**src/rtl/mul_pkg.sv**
```systemverilog
// Shared types and default sizes for the shift-add multiplier blocks.
package mul_pkg;
  typedef enum logic [1:0] {
    IDLE = 2'd0,
    LOAD = 2'd1,
    CALC = 2'd2,
    DONE = 2'd3
  } mul_state_t;

  localparam int MUL_WIDTH = 32;
  localparam int MUL_CNT_W = 6;
endpackage

```
**src/rtl/mul_iter_counter.sv**
```systemverilog
// Iteration counter for the multiplier sequencer: clear, enable, saturate at WIDTH.
module mul_iter_counter
  import mul_pkg::*;
#(
  parameter int WIDTH = MUL_WIDTH,
  parameter int CNT_W = MUL_CNT_W
) (
  input  logic             clk,
  input  logic             Reset,
  input  logic             clr,
  input  logic             en,
  output logic [CNT_W-1:0] count,
  output logic             tc
);
  localparam logic [CNT_W-1:0] LAST = CNT_W'(WIDTH - 1);
  localparam logic [CNT_W-1:0] MAX  = CNT_W'(WIDTH);

  always_ff @(posedge clk or posedge Reset) begin
    if (Reset)                    count <= '0;
    else if (clr)                 count <= '0;
    else if (en && count < MAX)   count <= count + CNT_W'(1);
  end

  assign tc = (count == LAST);
endmodule

```
**src/rtl/multiplier_control.sv**
```systemverilog
// Sequencer for the shift-add multiplier: LOAD strobe, WIDTH shift/add cycles, then Ready.
// Outputs are registered from the next state so nothing depends combinationally on Run/Ack.
module multiplier_control
  import mul_pkg::*;
#(
  parameter int WIDTH = MUL_WIDTH,
  parameter int CNT_W = MUL_CNT_W
) (
  input  logic             clk,
  input  logic             Reset,
  input  logic             Run,
  input  logic             Ack,
  output logic             W_ctrl,
  output logic             SRL_ctrl,
  output logic             ALU_en,
  output logic             Ready,
  output logic             Busy,
  output logic [CNT_W-1:0] Iter
);
  mul_state_t state, nxt;
  logic       tc, over, cnt_clr, cnt_en;

  // A count past WIDTH can only come from corruption; treat it like a bad state.
  assign over = (Iter > CNT_W'(WIDTH));

  always_comb begin
    nxt = IDLE;
    case (state)
      IDLE:    nxt = Run ? LOAD : IDLE;
      LOAD:    nxt = CALC;
      CALC:    nxt = tc ? DONE : CALC;
      DONE:    nxt = Run ? LOAD : (Ack ? IDLE : DONE);
      default: nxt = IDLE;
    endcase
    if (over) nxt = IDLE;
  end

  assign cnt_clr = (nxt == IDLE) || (nxt == LOAD);
  assign cnt_en  = (state == CALC);

  mul_iter_counter #(.WIDTH(WIDTH), .CNT_W(CNT_W)) u_cnt (
    .clk   (clk),
    .Reset (Reset),
    .clr   (cnt_clr),
    .en    (cnt_en),
    .count (Iter),
    .tc    (tc)
  );

  always_ff @(posedge clk or posedge Reset) begin
    if (Reset) begin
      state    <= IDLE;
      W_ctrl   <= 1'b0;
      SRL_ctrl <= 1'b0;
      ALU_en   <= 1'b0;
      Ready    <= 1'b0;
      Busy     <= 1'b0;
    end else begin
      state    <= nxt;
      W_ctrl   <= (nxt == LOAD);
      SRL_ctrl <= (nxt == CALC);
      ALU_en   <= (nxt == CALC);
      Ready    <= (nxt == DONE);
      Busy     <= (nxt == LOAD) || (nxt == CALC);
    end
  end
endmodule

```
**config.mk**
```make
export PLATFORM = sky130hd
export DESIGN_NAME = multiplier_control
export DESIGN_NICKNAME = d
export VERILOG_FILES = /design/src/rtl/mul_pkg.sv /design/src/rtl/mul_iter_counter.sv /design/src/rtl/multiplier_control.sv
export SDC_FILE = /design/constraint.sdc
export NUM_CORES = 1
export LEC_CHECK = 0
export BUFFER_PORTS_ARGS = -buffer_cell sky130_fd_sc_hd__buf_4
export CAP_MARGIN = 20
export CORE_MARGIN = 2
export CORE_UTILIZATION = 45
export DETAILED_ROUTE_END_ITERATION = 12
export GPL_TIMING_DRIVEN = 0
export PLACE_DENSITY = 0.66
export SLEW_MARGIN = 20
export SYNTH_ARGS = -nofsm -noshare
export SYNTH_HDL_FRONTEND = slang
export SYNTH_HIERARCHICAL = 1
export SYNTH_SLANG_ARGS = --single-unit
```
**constraint.sdc**
```tcl
create_clock -name clk -period 4.3 [get_ports clk]
set_clock_uncertainty 0.05 [all_clocks]
set_input_delay 0.43 -clock clk [delete_from_list [all_inputs] [get_ports clk]]
set_output_delay 0.43 -clock clk [all_outputs]
set_load 0.005 [all_outputs]
```
# [Word level (Yosys, flattened, before mapping)]
# Cells that the tools add are included.
[op_classes] add_sub_neg=1 multipliers=0 div=0 order_cmp=2 eq_ne=7 shift=0 n_mux=8 n_bitwise=0 n_reduce_logical=6
[ops] op="$mux 6" n=2
[ops] op="$eq 2x2->1 const B" n=4
[ops] op="$pmux 2 s4" n=1
[ops] op="$add 6x1->6 const B" n=1
[ops] op="$eq 6x5->1 const B" n=1
[ops] op="$gt 6x6->1 const B" n=1
[ops] op="$lt 6x6->1 const B" n=1
[ops] op="$mux 2" n=3
[ops] op="$eq 2x1->1 const B" n=2
[ops] op="$logic_not 2->1" n=2
[ops] op="$logic_or 1x1->1" n=2
[ops] op="$mux 1" n=2
[ops] op="$reduce_bool 2->1" n=1
[ops] op="$logic_and 1x1->1" n=1
[word_totals] reg_bits=12 latchBits=0 mem_bits_rw=0 rom_bits=0 inputBits=4 output_inout_bits=11 wordCells=30 mem_count=0

# [Logic depth before layout (Yosys ltp)]
[depth] depth_word=7 ltp_mapped=9 mapped_depth_nobuf=9

# [Cells and area by module]
# The synthesis kept the hierarchy.
[by_module_without_submodules] mod="multiplier_control" instances=1 cells_each=27 area_per_inst_um2=315.3 seq_area_each_um2=150.1
[by_module_without_submodules] mod="mul_iter_counter" instances=1 cells_each=28 area_per_inst_um2=312.8 seq_area_each_um2=150.1

# [Worst setup path after synthesis]
# Ideal clock, no wire load.
[synth_timing] path_type="register to register" from="register u_cnt.count[1]" to="register u_cnt.count[3]" setup_time_ps=127 arrival_ps=2111 t_required_ps=4123 setup_slack_ps=2012 stages_incl_launch_ff=8 n_path_buf=0 period_less_slack_ps=2288 path_cell_list="dfrtp_1 -> or4_4 -> o21ai_4 -> and3_1 -> ha_1 -> or2_2 -> and2b_2 -> mux2_1"
[synth_via] elab_chain_len=7 word_cells_on_any_way=14 classes_between="add/sub (1); order compare (2); eq/ne (2); mux (5); reduce/logical (4)"
[synth_lines] item="start, declared" line="mul_iter_counter.sv:12" text="output logic [CNT_W-1:0] count,"
[synth_lines] item="start signal, assigned" line="mul_iter_counter.sv:21" text="else if (en && count < MAX) count <= count + CNT_W'(1);"
[synth_lines] item="$eq 6x5->1" line="mul_iter_counter.sv:24" text="assign tc = (count == LAST);"
[synth_lines] item="$mux 1" line="multiplier_control.sv:31" text="CALC: nxt = tc ? DONE : CALC;"
[synth_lines] item="$pmux 2 s4" line="multiplier_control.sv:28" text="case (state)"
[synth_lines] item="$mux 2 *" line="multiplier_control.sv:35" text="if (over) nxt = IDLE;"
[synth_lines] item="named net nxt[0]" line="multiplier_control.sv:20" text="mul_state_t state, nxt;"
[synth_lines] item="$eq 2x1->1 or $logic_not 2->1 (tied branches)" line="multiplier_control.sv:38" text="assign cnt_clr = (nxt == IDLE) || (nxt == LOAD);"
[synth_lines] item="$logic_or 1x1->1 *" line="multiplier_control.sv:38"
[synth_lines] item="named net cnt_clr" line="multiplier_control.sv:21" text="logic tc, over, cnt_clr, cnt_en;"
[synth_lines] item="$mux 6 or $reduce_bool 2->1 (tied branches)"
# Mark *: on every way through the listed nets, which the timed path passes. The rest lies on a longest branch. The select of a mux whose other input is x is not followed.
# A chain may end at the register's enable or synchronous reset.

# [Final worst setup path]
[layout_timing] from="register u_cnt.count[2]" to="register u_cnt.count[3]"
# Same word-level chain as after synthesis.

==> impl_metrics.csv <==
group,metric,value,unit
synth,synth_top_family_by_area,"simple AND/OR/NAND/NOR gates",
die,start_util,48.3,%
synth,synth_seq_cells,12,
synth,synth_area,628,µm²
pwr,power_leakage,0.411,nW
die,die-area,0.00171,mm²
placement,dpl_cell_area,752,µm²
die,die_w,41.4,µm
worst_setup_path,worst-path-buf-inv,0,
timing,hold_viol,0,
pwr,powerDensity,620,mW/mm²
global_route,grt_use_total,14.7,%
routing,drc,0,
worst_setup_path,crit_start,"u_cnt/count[2]",
routing,via_per_inst,5.16,
cells_and_area,antenna_cells,0,
synth,syn_nets,64,
routing,first_iter_violations,3,
cells_and_area,fin_nets,83,
worst_setup_path,cpLargestDelayFamily,"simple AND/OR/NAND/NOR gates",
die,io_pins,15,
clocking,post_cts.repair.setup_buffers,0,
outcome,status,"completed",
die,core_area,0.00130,mm²
timing,drv_slew,0,
timing,rsz0062_at_grt,"no",
routing,wl_per_cell,12.4,µm
synth,synth.mux.area_fraction,5.18,%
synth,async_flop_share,100,%
global_route,use_met1,22.5,%
synth,yosys.area_share.simple,21.1,%
global_route,antenna_found_initial,0,
synth,avgSynthCellArea,11.4,µm²
synth,netlist-cell-type-count,26,
global_route,grt_max_degree,9,
synth,synth_edf_count,0,
routing,ant_nets,0,
placement,port_buffers,14,
clocking,clock_sinks,12,
routing,routed_wirelength,1.08,mm
pwr,max-vdd-ir-drop,0.387,mV
worst_setup_path,worstSetupPathType,"reg -> reg",
timing,setup_tns,0,ns
global_route,grt_pass1_wl,1.55,mm
worst_setup_path,critPathSlowestCell,"or4_4",
global_route,grt_pass1_vias,349,
synth,synth-main-ff-cell,"dfrtp_1",
worst_setup_path,cp-end-kind,"flop",
clocking,cts_tree,"yes",
clocking,clkTransAtPathRegs,0.07,ns
flow_run,drv_cap,0,
synth,synth_cells,55,
clocking,worstSkewPairLatency,0.26,ns
clocking,cts_resized,0,
worst_setup_path,reg2reg_from,"u_cnt/count[2]",
worst_setup_path,critPathMaxFanout,8,
cells_and_area,drive_gt1_share,31.9,%
cells_and_area,register_area,300,µm²
global_route,busiest_layer,"met1",
timing,setup_ws,1.86,ns
timing,period_share,56.7,%
routing,vias,449,
clocking,htree_num_levels,1,
cells_and_area,final_area,774,µm²
timing,tightestPinTransition,0.279,ns
timing,slew_headroom,81.4,%
placement,hpwl,852,µm
synth,yosysSeqAreaShare,47.8,%
global_route,grtUsageMet3,3.19,%
cells_and_area,multiInputGateArea,305,µm²
cells_and_area,syn_to_final_growth,23.3,%
worst_setup_path,path_cells,"or4_4 -> o21ai_4 -> and3_1 -> ha_1 -> or2_2 -> and2b_2 -> mux2_1",
synth,yosys_warnings,6,
placement,gp_congestion,0.668,
hold_path,hold_path_class,"in -> async",
clocking,cts_buffers,3,
routing,first_pass_iters,4,
worst_setup_path,cp.arrival,2.54,ns
synth,synth_xor_area_share,2.79,%
worst_setup_path,required,4.40,ns
timing,finalSetupViolCount,0,
worst_setup_path,critPathLaunchType,"flop",
cells_and_area,fillers,114,
placement,place_ws,1.85,ns
timing,post-route-min-period,2.44,ns
synth,synth_compound_area_share,9.56,%
global_route,grt_overflow,0,
global_route,met2_usage,18.0,%
die,die-height,41.4,µm
timing,fmax,0.410,GHz
die,rows,13,
clocking,root_buffer,"clkbuf_4",
worst_setup_path,cp_slowest_stage_delay,0.55,ns
clocking,clock_path_buffers,2,
synth,synthAdderAreaFrac,9.96,%
clocking,cts_hold_buf,0,
-- layer usage --
| metal | part of all wire (%) | wire length [µm] |
|---|---|---|
| met1 | 51 | 556 |
| met2 | 43 | 469 |
| met3 | 3.7 | 40 |
| met4 | 1.3 | 14 |
| met5 | 0 | 0 |
-- layout make-up --
type	instances	area share (%)
tap	15	2.42
inverter	4	1.94
multi-input combinational	38	39.4
clock buffer	3	2.91
timing repair buffer	14	13.6
buffer	1	0.969
sequential	12	38.8
-- where the power goes --
part / switching [mW] / total (mW) / leakage, nW / internal [mW]
sequential: 0.0358 / 0.186 / 0.155 / 0.150
clock: 0.0341 / 0.0664 / 0.0138 / 0.0323
combinational: 0.109 / 0.228 / 0.242 / 0.119
total: 0.179 / 0.480 / 0.411 / 0.301
-- logic make-up after synthesis --
logic type               count (synthesis)
buffers and inverters                    5
AND/OR/NAND/NOR                         21
AO/OA/AOI/OAI                            7
adder cells (fa/ha/maj)                  5
multiplexers                             3
XOR/XNOR                                 2
flip-flops                              12
-- Yosys cell counts (2+ instances only) --
cell       n  area share, %
and3_1     2            2.0
dfrtp_1   12             48
ha_1       5             10
inv_1      4            2.4
mux2_1     2            3.6
nand4_1    2            2.0
nor2_1     7            4.2
nor2b_1    2            2.0
o211ai_1   2            2.4
-- stage by stage --
| stage | hold slack, ns | total power, mW | utilization, % | cells |
|---|---|---|---|---|
| 2_1_floorplan | 0.171 | 0.333 | - | 55 |
| 3_3_place_gp | 0.319 | 0.412 | 57.8 | 84 |
| 3_5_place_dp | 0.324 | 0.419 | 57.8 | 84 |
| 4_1_cts | 0.0390 | 0.488 | 59.5 | 87 |
| 5_1_grt | 0.0539 | 0.524 | 59.5 | 87 |
| 6_report | 0.0334 | 0.480 | 59.5 | 87 |
-- registers in the layout (all words and copies together) (netlist names) --
name and count:
W_ctrl 1, state 2, u_cnt/count 6, ALU_en 1, Busy 1, Ready 1
-- placed cells by master (no fill, tap or decap), drive strengths merged, types with 3 or more instances in the layout --
master   n
nor2b    3
inv      4
nor2     7
dfrtp   12
buf     15
ha       5
clkbuf   3
-- worst reg2reg max path, cell delays in order (launching register included) --
cell and delay, ns:
dfrtp_1 0.46, or4_4 0.55, o21ai_4 0.16, and3_1 0.22
ha_1 0.18, or2_2 0.19, and2b_2 0.23, mux2_1 0.28
-- final timing paths --
check / endpoint / slack (ns) / cells past startpoint
max in group asynchronous: u_cnt/count[2] / 3.98 / 2
hold / removal: ALU_en / 0.03 / 2
setup / recovery: u_cnt/count[3] / 1.86 / 7
min in group clk: state[1] / 0.51 / 3
hold reg to reg: state[1] / 0.60 / 1
setup reg to reg: u_cnt/count[3] / 1.86 / 7
Note: power is estimated with default switching activity, not from simulation.
